===== src/rtl/rx_pkg.sv =====
// Shared types and defaults for the RX byte-to-word packer: write-FSM states,
// default parameter values and the byte-index to lane mapping.
package rx_pkg;

  localparam int BYTES_PER_WORD_DEF = 4;
  localparam int ERR_CNT_W_DEF      = 16;
  localparam int MSB_FIRST_DEF      = 1;

  typedef enum logic [1:0] {
    IDLE     = 2'd0,
    WRITE    = 2'd1,
    WAIT_ACK = 2'd2
  } wr_state_e;

  // Lane that the byte at position idx of a word lands in.
  function automatic int lane_of(input int idx, input int nbytes, input int msb_first);
    return (msb_first != 0) ? (nbytes - 1 - idx) : idx;
  endfunction

endpackage


===== src/rtl/rx_word_packer_if.sv =====
// Byte-side and FIFO-side signal bundle of rx_word_packer; slave is the packer,
// master is whatever drives the bytes and owns the FIFO.
interface rx_word_packer_if
  import rx_pkg::*;
#(
  parameter int BYTES_PER_WORD = BYTES_PER_WORD_DEF,
  parameter int ERR_CNT_W      = ERR_CNT_W_DEF
);

  logic [7:0]                  data_in;
  logic                        data_valid;
  logic                        parity_in;
  logic                        flush;
  logic                        clr_cnt;
  logic                        fifo_full;
  logic                        fifo_wr_success;
  logic                        fifo_wr_en;
  logic [8*BYTES_PER_WORD-1:0] word_out;
  logic                        byte_toggle;
  logic                        word_toggle;
  logic [ERR_CNT_W-1:0]        par_err_cnt;
  logic [ERR_CNT_W-1:0]        ovr_cnt;
  logic                        irq;

  modport master (
    output data_in, data_valid, parity_in, flush, clr_cnt, fifo_full, fifo_wr_success,
    input  fifo_wr_en, word_out, byte_toggle, word_toggle, par_err_cnt, ovr_cnt, irq
  );

  modport slave (
    input  data_in, data_valid, parity_in, flush, clr_cnt, fifo_full, fifo_wr_success,
    output fifo_wr_en, word_out, byte_toggle, word_toggle, par_err_cnt, ovr_cnt, irq
  );

endinterface


===== src/rtl/rx_fifo_wr_ctrl.sv =====
// Write handshake for the one-entry holding register: one fifo_wr_en pulse per
// held word, then wait for the FIFO acknowledge before freeing the entry.
module rx_fifo_wr_ctrl
  import rx_pkg::*;
(
  input  logic s_axi_aclk,
  input  logic s_axi_aresetn,
  input  logic hold_vld,
  input  logic fifo_full,
  input  logic fifo_wr_success,
  output logic fifo_wr_en,
  output logic hold_release
);

  wr_state_e state_q;
  wr_state_e state_d;

  always_ff @(posedge s_axi_aclk) begin
    if (!s_axi_aresetn) begin
      state_q <= IDLE;
    end else begin
      state_q <= state_d;
    end
  end

  // An acknowledge outside WAIT_ACK falls through the case untouched.
  always_comb begin
    state_d      = state_q;
    fifo_wr_en   = 1'b0;
    hold_release = 1'b0;
    case (state_q)
      IDLE: begin
        if (hold_vld && !fifo_full) begin
          state_d = WRITE;
        end
      end
      WRITE: begin
        fifo_wr_en = 1'b1;
        state_d    = WAIT_ACK;
      end
      WAIT_ACK: begin
        if (fifo_wr_success) begin
          hold_release = 1'b1;
          state_d      = IDLE;
        end
      end
      default: begin
        state_d = IDLE;
      end
    endcase
  end

endmodule


===== src/rtl/rx_word_packer.sv =====
// Packs received bytes into BYTES_PER_WORD-byte words and hands them to a FIFO.
// Optional build macro RX_PARITY_CHECK_EN enables even-parity error counting.
module rx_word_packer
  import rx_pkg::*;
#(
  parameter int BYTES_PER_WORD = BYTES_PER_WORD_DEF,
  parameter int ERR_CNT_W      = ERR_CNT_W_DEF,
  parameter int MSB_FIRST      = MSB_FIRST_DEF
) (
  input logic             s_axi_aclk,
  input logic             s_axi_aresetn,
  rx_word_packer_if.slave bus
);

  localparam int WORD_W = 8 * BYTES_PER_WORD;
  localparam int IDX_W  = (BYTES_PER_WORD > 1) ? $clog2(BYTES_PER_WORD) : 1;
  localparam logic [IDX_W-1:0] LAST_IDX = IDX_W'(BYTES_PER_WORD - 1);

  function automatic logic [ERR_CNT_W-1:0] sat_inc(input logic [ERR_CNT_W-1:0] v);
    return (&v) ? v : v + ERR_CNT_W'(1);
  endfunction

  logic [IDX_W-1:0]     idx_q;
  logic [WORD_W-1:0]    word_q;
  logic [WORD_W-1:0]    word_next;
  logic [WORD_W-1:0]    hold_q;
  logic                 hold_vld_q;
  logic                 byte_tgl_q;
  logic                 word_tgl_q;
  logic                 irq_q;
  logic [ERR_CNT_W-1:0] ovr_cnt_q;

  logic accept;
  logic complete;
  logic hold_free;
  logic load;
  logic ovr_event;
  logic ovr_inc;
  logic hold_release;
  logic wr_en;

  // Flush wins over a coincident byte strobe.
  assign accept    = bus.data_valid & ~bus.flush;
  assign complete  = accept & (idx_q == LAST_IDX);
  assign hold_free = ~hold_vld_q | hold_release;
  assign load      = complete & hold_free;
  assign ovr_event = complete & ~hold_free;
  assign ovr_inc   = ovr_event & ~bus.clr_cnt & ~(&ovr_cnt_q);

  always_comb begin
    word_next = word_q;
    for (int i = 0; i < BYTES_PER_WORD; i++) begin
      if (lane_of(int'(idx_q), BYTES_PER_WORD, MSB_FIRST) == i) begin
        word_next[i*8 +: 8] = bus.data_in;
      end
    end
  end

  // Byte stage: index and toggle; stale lanes are simply overwritten after a flush.
  always_ff @(posedge s_axi_aclk) begin
    if (!s_axi_aresetn) begin
      idx_q      <= '0;
      byte_tgl_q <= 1'b0;
    end else if (bus.flush) begin
      idx_q <= '0;
    end else if (accept) begin
      byte_tgl_q <= ~byte_tgl_q;
      idx_q      <= complete ? '0 : idx_q + IDX_W'(1);
    end
  end

  always_ff @(posedge s_axi_aclk) begin
    if (accept) begin
      word_q <= word_next;
    end
  end

  // Word stage: holding register, overrun accounting and interrupt.
  always_ff @(posedge s_axi_aclk) begin
    if (!s_axi_aresetn) begin
      hold_q     <= '0;
      hold_vld_q <= 1'b0;
      word_tgl_q <= 1'b0;
      irq_q      <= 1'b0;
      ovr_cnt_q  <= '0;
    end else begin
      if (load) begin
        hold_q     <= word_next;
        hold_vld_q <= 1'b1;
      end else if (hold_release) begin
        hold_vld_q <= 1'b0;
      end
      if (complete) begin
        word_tgl_q <= ~word_tgl_q;
      end
      irq_q <= hold_release | ovr_inc;
      if (bus.clr_cnt) begin
        ovr_cnt_q <= '0;
      end else if (ovr_event) begin
        ovr_cnt_q <= sat_inc(ovr_cnt_q);
      end
    end
  end

`ifdef RX_PARITY_CHECK_EN
  logic [ERR_CNT_W-1:0] par_cnt_q;
  logic                 par_err;

  assign par_err = accept & (^{bus.data_in, bus.parity_in});

  always_ff @(posedge s_axi_aclk) begin
    if (!s_axi_aresetn) begin
      par_cnt_q <= '0;
    end else if (bus.clr_cnt) begin
      par_cnt_q <= '0;
    end else if (par_err) begin
      par_cnt_q <= sat_inc(par_cnt_q);
    end
  end

  assign bus.par_err_cnt = par_cnt_q;
`else
  logic unused_parity;
  assign unused_parity   = bus.parity_in;
  assign bus.par_err_cnt = '0;
`endif

  rx_fifo_wr_ctrl u_wr_ctrl (
    .s_axi_aclk      (s_axi_aclk),
    .s_axi_aresetn   (s_axi_aresetn),
    .hold_vld        (hold_vld_q),
    .fifo_full       (bus.fifo_full),
    .fifo_wr_success (bus.fifo_wr_success),
    .fifo_wr_en      (wr_en),
    .hold_release    (hold_release)
  );

  assign bus.fifo_wr_en  = wr_en;
  assign bus.word_out    = hold_q;
  assign bus.byte_toggle = byte_tgl_q;
  assign bus.word_toggle = word_tgl_q;
  assign bus.ovr_cnt     = ovr_cnt_q;
  assign bus.irq         = irq_q;

endmodule


===== src/flat_wrapper.sv =====
// flat-port wrapper written by rule: the top's interface ports become plain ports
module rx_word_packer_flat import rx_pkg::*;
#(
  parameter int BYTES_PER_WORD = BYTES_PER_WORD_DEF,
  parameter int ERR_CNT_W      = ERR_CNT_W_DEF,
  parameter int MSB_FIRST      = MSB_FIRST_DEF
)
  (s_axi_aclk, s_axi_aresetn, bus_data_in, bus_data_valid, bus_parity_in, bus_flush, bus_clr_cnt, bus_fifo_full, bus_fifo_wr_success, bus_fifo_wr_en, bus_word_out, bus_byte_toggle, bus_word_toggle, bus_par_err_cnt, bus_ovr_cnt, bus_irq);
  rx_word_packer_if #(.BYTES_PER_WORD(BYTES_PER_WORD), .ERR_CNT_W(ERR_CNT_W)) bus_i ();
  input logic s_axi_aclk;
  input logic s_axi_aresetn;
  input wire logic [$bits(bus_i.data_in)-1:0] bus_data_in;
  input wire logic [$bits(bus_i.data_valid)-1:0] bus_data_valid;
  input wire logic [$bits(bus_i.parity_in)-1:0] bus_parity_in;
  input wire logic [$bits(bus_i.flush)-1:0] bus_flush;
  input wire logic [$bits(bus_i.clr_cnt)-1:0] bus_clr_cnt;
  input wire logic [$bits(bus_i.fifo_full)-1:0] bus_fifo_full;
  input wire logic [$bits(bus_i.fifo_wr_success)-1:0] bus_fifo_wr_success;
  output wire logic [$bits(bus_i.fifo_wr_en)-1:0] bus_fifo_wr_en;
  output wire logic [$bits(bus_i.word_out)-1:0] bus_word_out;
  output wire logic [$bits(bus_i.byte_toggle)-1:0] bus_byte_toggle;
  output wire logic [$bits(bus_i.word_toggle)-1:0] bus_word_toggle;
  output wire logic [$bits(bus_i.par_err_cnt)-1:0] bus_par_err_cnt;
  output wire logic [$bits(bus_i.ovr_cnt)-1:0] bus_ovr_cnt;
  output wire logic [$bits(bus_i.irq)-1:0] bus_irq;
  assign bus_i.data_in = bus_data_in;
  assign bus_i.data_valid = bus_data_valid;
  assign bus_i.parity_in = bus_parity_in;
  assign bus_i.flush = bus_flush;
  assign bus_i.clr_cnt = bus_clr_cnt;
  assign bus_i.fifo_full = bus_fifo_full;
  assign bus_i.fifo_wr_success = bus_fifo_wr_success;
  assign bus_fifo_wr_en = bus_i.fifo_wr_en;
  assign bus_word_out = bus_i.word_out;
  assign bus_byte_toggle = bus_i.byte_toggle;
  assign bus_word_toggle = bus_i.word_toggle;
  assign bus_par_err_cnt = bus_i.par_err_cnt;
  assign bus_ovr_cnt = bus_i.ovr_cnt;
  assign bus_irq = bus_i.irq;
  rx_word_packer #(.BYTES_PER_WORD(BYTES_PER_WORD), .ERR_CNT_W(ERR_CNT_W), .MSB_FIRST(MSB_FIRST)) u_core (.s_axi_aclk(s_axi_aclk), .s_axi_aresetn(s_axi_aresetn), .bus(bus_i));
endmodule

===== config.mk =====
export PLATFORM = sky130hd
export DESIGN_NAME = rx_word_packer_flat
export DESIGN_NICKNAME = d
export VERILOG_FILES = /design/src/rtl/rx_pkg.sv /design/src/rtl/rx_word_packer_if.sv /design/src/rtl/rx_fifo_wr_ctrl.sv /design/src/rtl/rx_word_packer.sv /design/src/flat_wrapper.sv
export SDC_FILE = /design/constraint.sdc
export NUM_CORES = 1
export LEC_CHECK = 0
export CORE_MARGIN = 3
export CORE_UTILIZATION = 51
export CTS_CLUSTER_SIZE = 24
export DETAILED_ROUTE_END_ITERATION = 6
export GPL_TIMING_DRIVEN = 0
export PLACE_DENSITY = 0.86
export SYNTH_ARGS = -nofsm -noshare
export SYNTH_HDL_FRONTEND = slang
export SYNTH_SLANG_ARGS = --single-unit

===== constraint.sdc =====
create_clock -name s_axi_aclk -period 3.1 [get_ports s_axi_aclk]
set_input_delay 0.31 -clock s_axi_aclk [delete_from_list [all_inputs] [get_ports s_axi_aclk]]
set_output_delay 0.31 -clock s_axi_aclk [all_outputs]
set_load 0.005 [all_outputs]

==> metrics <==
outcome finished, final reports clean; Syn-to-layout area delta 27.0%; Synth async-reset ratio 0; minimum clock period around 2.2 ns; R2R Path Start u_core.idx_q[0]; Worst Setup SP u_core.idx_q[0]; Clk pwr share 0.392; worst reg2reg endpoint u_core.bus.ovr_cnt[10]; Comb pwr share 0.058; P_int between 1.5 and 2 mW; Worst path max stage delay 0.53 ns; Worst Path Max Fanout 10; maxcap violations 0; worst skew pair latency around 0.36 ns; Max Fclk approximately 460 MHz; starting density of the core 0.535; H-tree depth 3; routed wl met3 around 460 um; measured slew at the worst slew-check pin ~0.94 ns; crit share post-route 0.700; setup bufs post-CTS 0; worst reg2reg path depth 7; FF-to-FF setup slack about 0.93 ns; VDD IR max approximately 340 uV; CTS max path bufs 2; root buffer cell clkbuf_8; Max Slew Vio Count 0; total global-route track usage 0.195; # IOs 84; drt via density 5.24; class of the worst hold path reg2reg; number of buffers and inverters on the critical path 2; TritonCTS buffer count 9; setup slack after layout approximately 0.93 ns; Cells after Synth about 340; Psw approximately 0.5 mW; LEAKAGE 1.66 nW; Worst-path clk slew 0.08 ns; sequential power share 0.550; Worst EP arrival 2.46 ns; layout cells sized above 1 0.166; unrepaired setup endpoints after global routing false; Synth warnings 0; Synth Cell Area ~3900 sq um; GR Overflow Total 0; CP endpoint kind flop; Ant. Diodes 0; Power Total approximately 2.2 mW; Final ANT Viol Nets 0; critical path type reg2reg; vias in the first global route roughly 2600; Die W about 94 um; sequential element share of the synthesized area 0.528; Worst EP required 3.39 ns; Vias 2793; post-route cell area 5000 sq um; main area contributors after synthesis dfxtp_1 (28%), edfxtp_1 (24%), mux2i_1 (9.1%), mux2_2 (9.1%), nor2b_1 (5.6%); Crit. path cell count 7; Net Sw Frac 0.219; leading area contributor after synthesis dfxtp_1; slowest CP cell or4_1; row count 31; met1 WL between 3000 and 4000 um; pre-CTS setup slack just under 0.6 ns; placer congestion estimate between 0.8 and 0.9; CTS Hold Bufs 0; Iter 0 DRT Violations between 150 and 200; Residual DRC 0; Worst Setup EP u_core.bus.ovr_cnt[10]; routed length on met2 4080 um; CP Cell Sequence ha_1 > buf_2 > and4b_1 > nand3_1 > clkbuf_1 > or4_1 > a21oi_1; Syn Area/Cell ~12 sq um; area share of the largest cell type after synthesis 0.285; commonest non-fill, non-tap cell in the layout clkdlybuf4s50_1; Clock Sinks between 80 and 90; post-cts sizing count 0; Core Region between 7000 and 8000 sq um; post-synthesis register bit count 88; Port Buffers 66; Power Density 445 nW/um^2; Die Y 93.9 um; Routed WL around 8500 um; most frequent cells in the layout clkdlybuf4s50_1 (66), dfxtp_1 (56), mux2i_1 (36); die area between 8000 and 9000 sq um; antenna violations before repair 0; Avg WL per Cell between 15 and 20 um; layout net count approximately 450; CTS tree yes; first-pass GRT wire length between 10000 and 15000 um; crit start category flop; Final Setup Violations 0; library cells used by synthesis 41; Top FF cell, synth dfxtp_1; Clock Skew about 0.012 ns; DP HPWL between 5000 and 6000 um; Top delay family on crit path simple AND/OR/NAND/NOR gates; DRT Pass-1 Iters 4; pin count of the biggest net entering global routing 34; Fin. Hold Viols 0; Highest Signal Layer met4; number of synthesized flops with an enable pin 32; Placed Area about 4800 sq um; Slew headroom 0.374
[power by group through the flow]
stage	clock network, mW	registers (mW)	logic (mW)
2_1_floorplan	0	1.25	0.0808
3_3_place_gp	0	1.25	0.124
3_5_place_dp	0	1.25	0.129
4_1_cts	0.873	1.23	0.130
5_1_grt	0.931	1.23	0.142
6_report	0.873	1.23	0.130
[routing by layer]
layer	GRT usage	vias up
li1	-	1368
met3	0.0280	14
met1	0.263	1326
met4	0.0818	0
met2	0.313	85
met5	0	-
[final cells by class]
cell class | instances | area [sq um]
well taps | 99 | 124
multi-input cells | 229 | 1710
inverters | 6 | 22.5
flip-flops and latches | 88 | 2080
fillers | 591 | 2360
clock buffers | 9 | 124
clock inverters | 6 | 92.6
repair buffers | 66 | 661
plain buffers | 30 | 185
[flip-flops by register name, summed over array words and instances (netlist names)]
name and cells:
u_core.bus.irq 1, u_core.bus.ovr_cnt 16, u_core.bus.byte_toggle 1, u_core.bus.word_out 32
u_core.hold_vld_q 1, u_core.u_wr_ctrl.state_q 2, u_core.bus.word_toggle 1, u_core.idx_q 2
u_core.word_q 32
[cells in the mapped netlist (8+ instances only)]
cell	count
dfxtp_1	56
mux2i_1	36
nor2b_1	35
edfxtp_1	32
mux2_2	32
buf_4	16
nand2_1	12
a21oi_1	11
clkbuf_1	9
o31ai_1	9
nand3_1	8
[worst min path at each step]
stage / from / to / slack, ns / depth (start not counted)
6_report: u_core.u_wr_ctrl.state_q[0] / u_core.u_wr_ctrl.state_q[0] / 0.48 / 1
5_1_grt: u_core.u_wr_ctrl.state_q[0] / u_core.u_wr_ctrl.state_q[0] / 0.51 / 1
4_1_cts: u_core.u_wr_ctrl.state_q[0] / u_core.u_wr_ctrl.state_q[0] / 0.49 / 1
3_5_place_dp: u_core.u_wr_ctrl.state_q[0] / u_core.u_wr_ctrl.state_q[0] / 0.47 / 1
3_3_place_gp: u_core.u_wr_ctrl.state_q[0] / u_core.u_wr_ctrl.state_q[0] / 0.46 / 1
2_1_floorplan: u_core.u_wr_ctrl.state_q[0] / u_core.u_wr_ctrl.state_q[0] / 0.44 / 1
[worst register-to-register path: cells and delay by family (launching register included)]
kind	cells	cell delay, ns
compound gates	1	0.14
simple gates	3	0.87
flops	1	0.41
fa+ha+maj	1	0.21
buf+inv	2	0.46
[logic make-up after synthesis]
group	after synthesis	synth area share
other cells	1	0.000952
flops	88	0.528
xor+xnor	2	0.00445
simple gates	108	0.167
mux	68	0.183
fa+ha+maj	5	0.0159
buf+inv	36	0.0527
compound gates	30	0.0476
[metrics by stage]
stage	TNS (ns)	hold slack (ns)	std cells	utilization
after detailed placement	0	0.473	518	0.650
final	0	0.483	533	0.679
after floorplan	0	0.439	353	-
after global routing	0	0.514	533	0.679
after global placement	-14.66	0.460	518	0.649
after CTS	0	0.490	533	0.679
(Power assumes the default switching activity.)
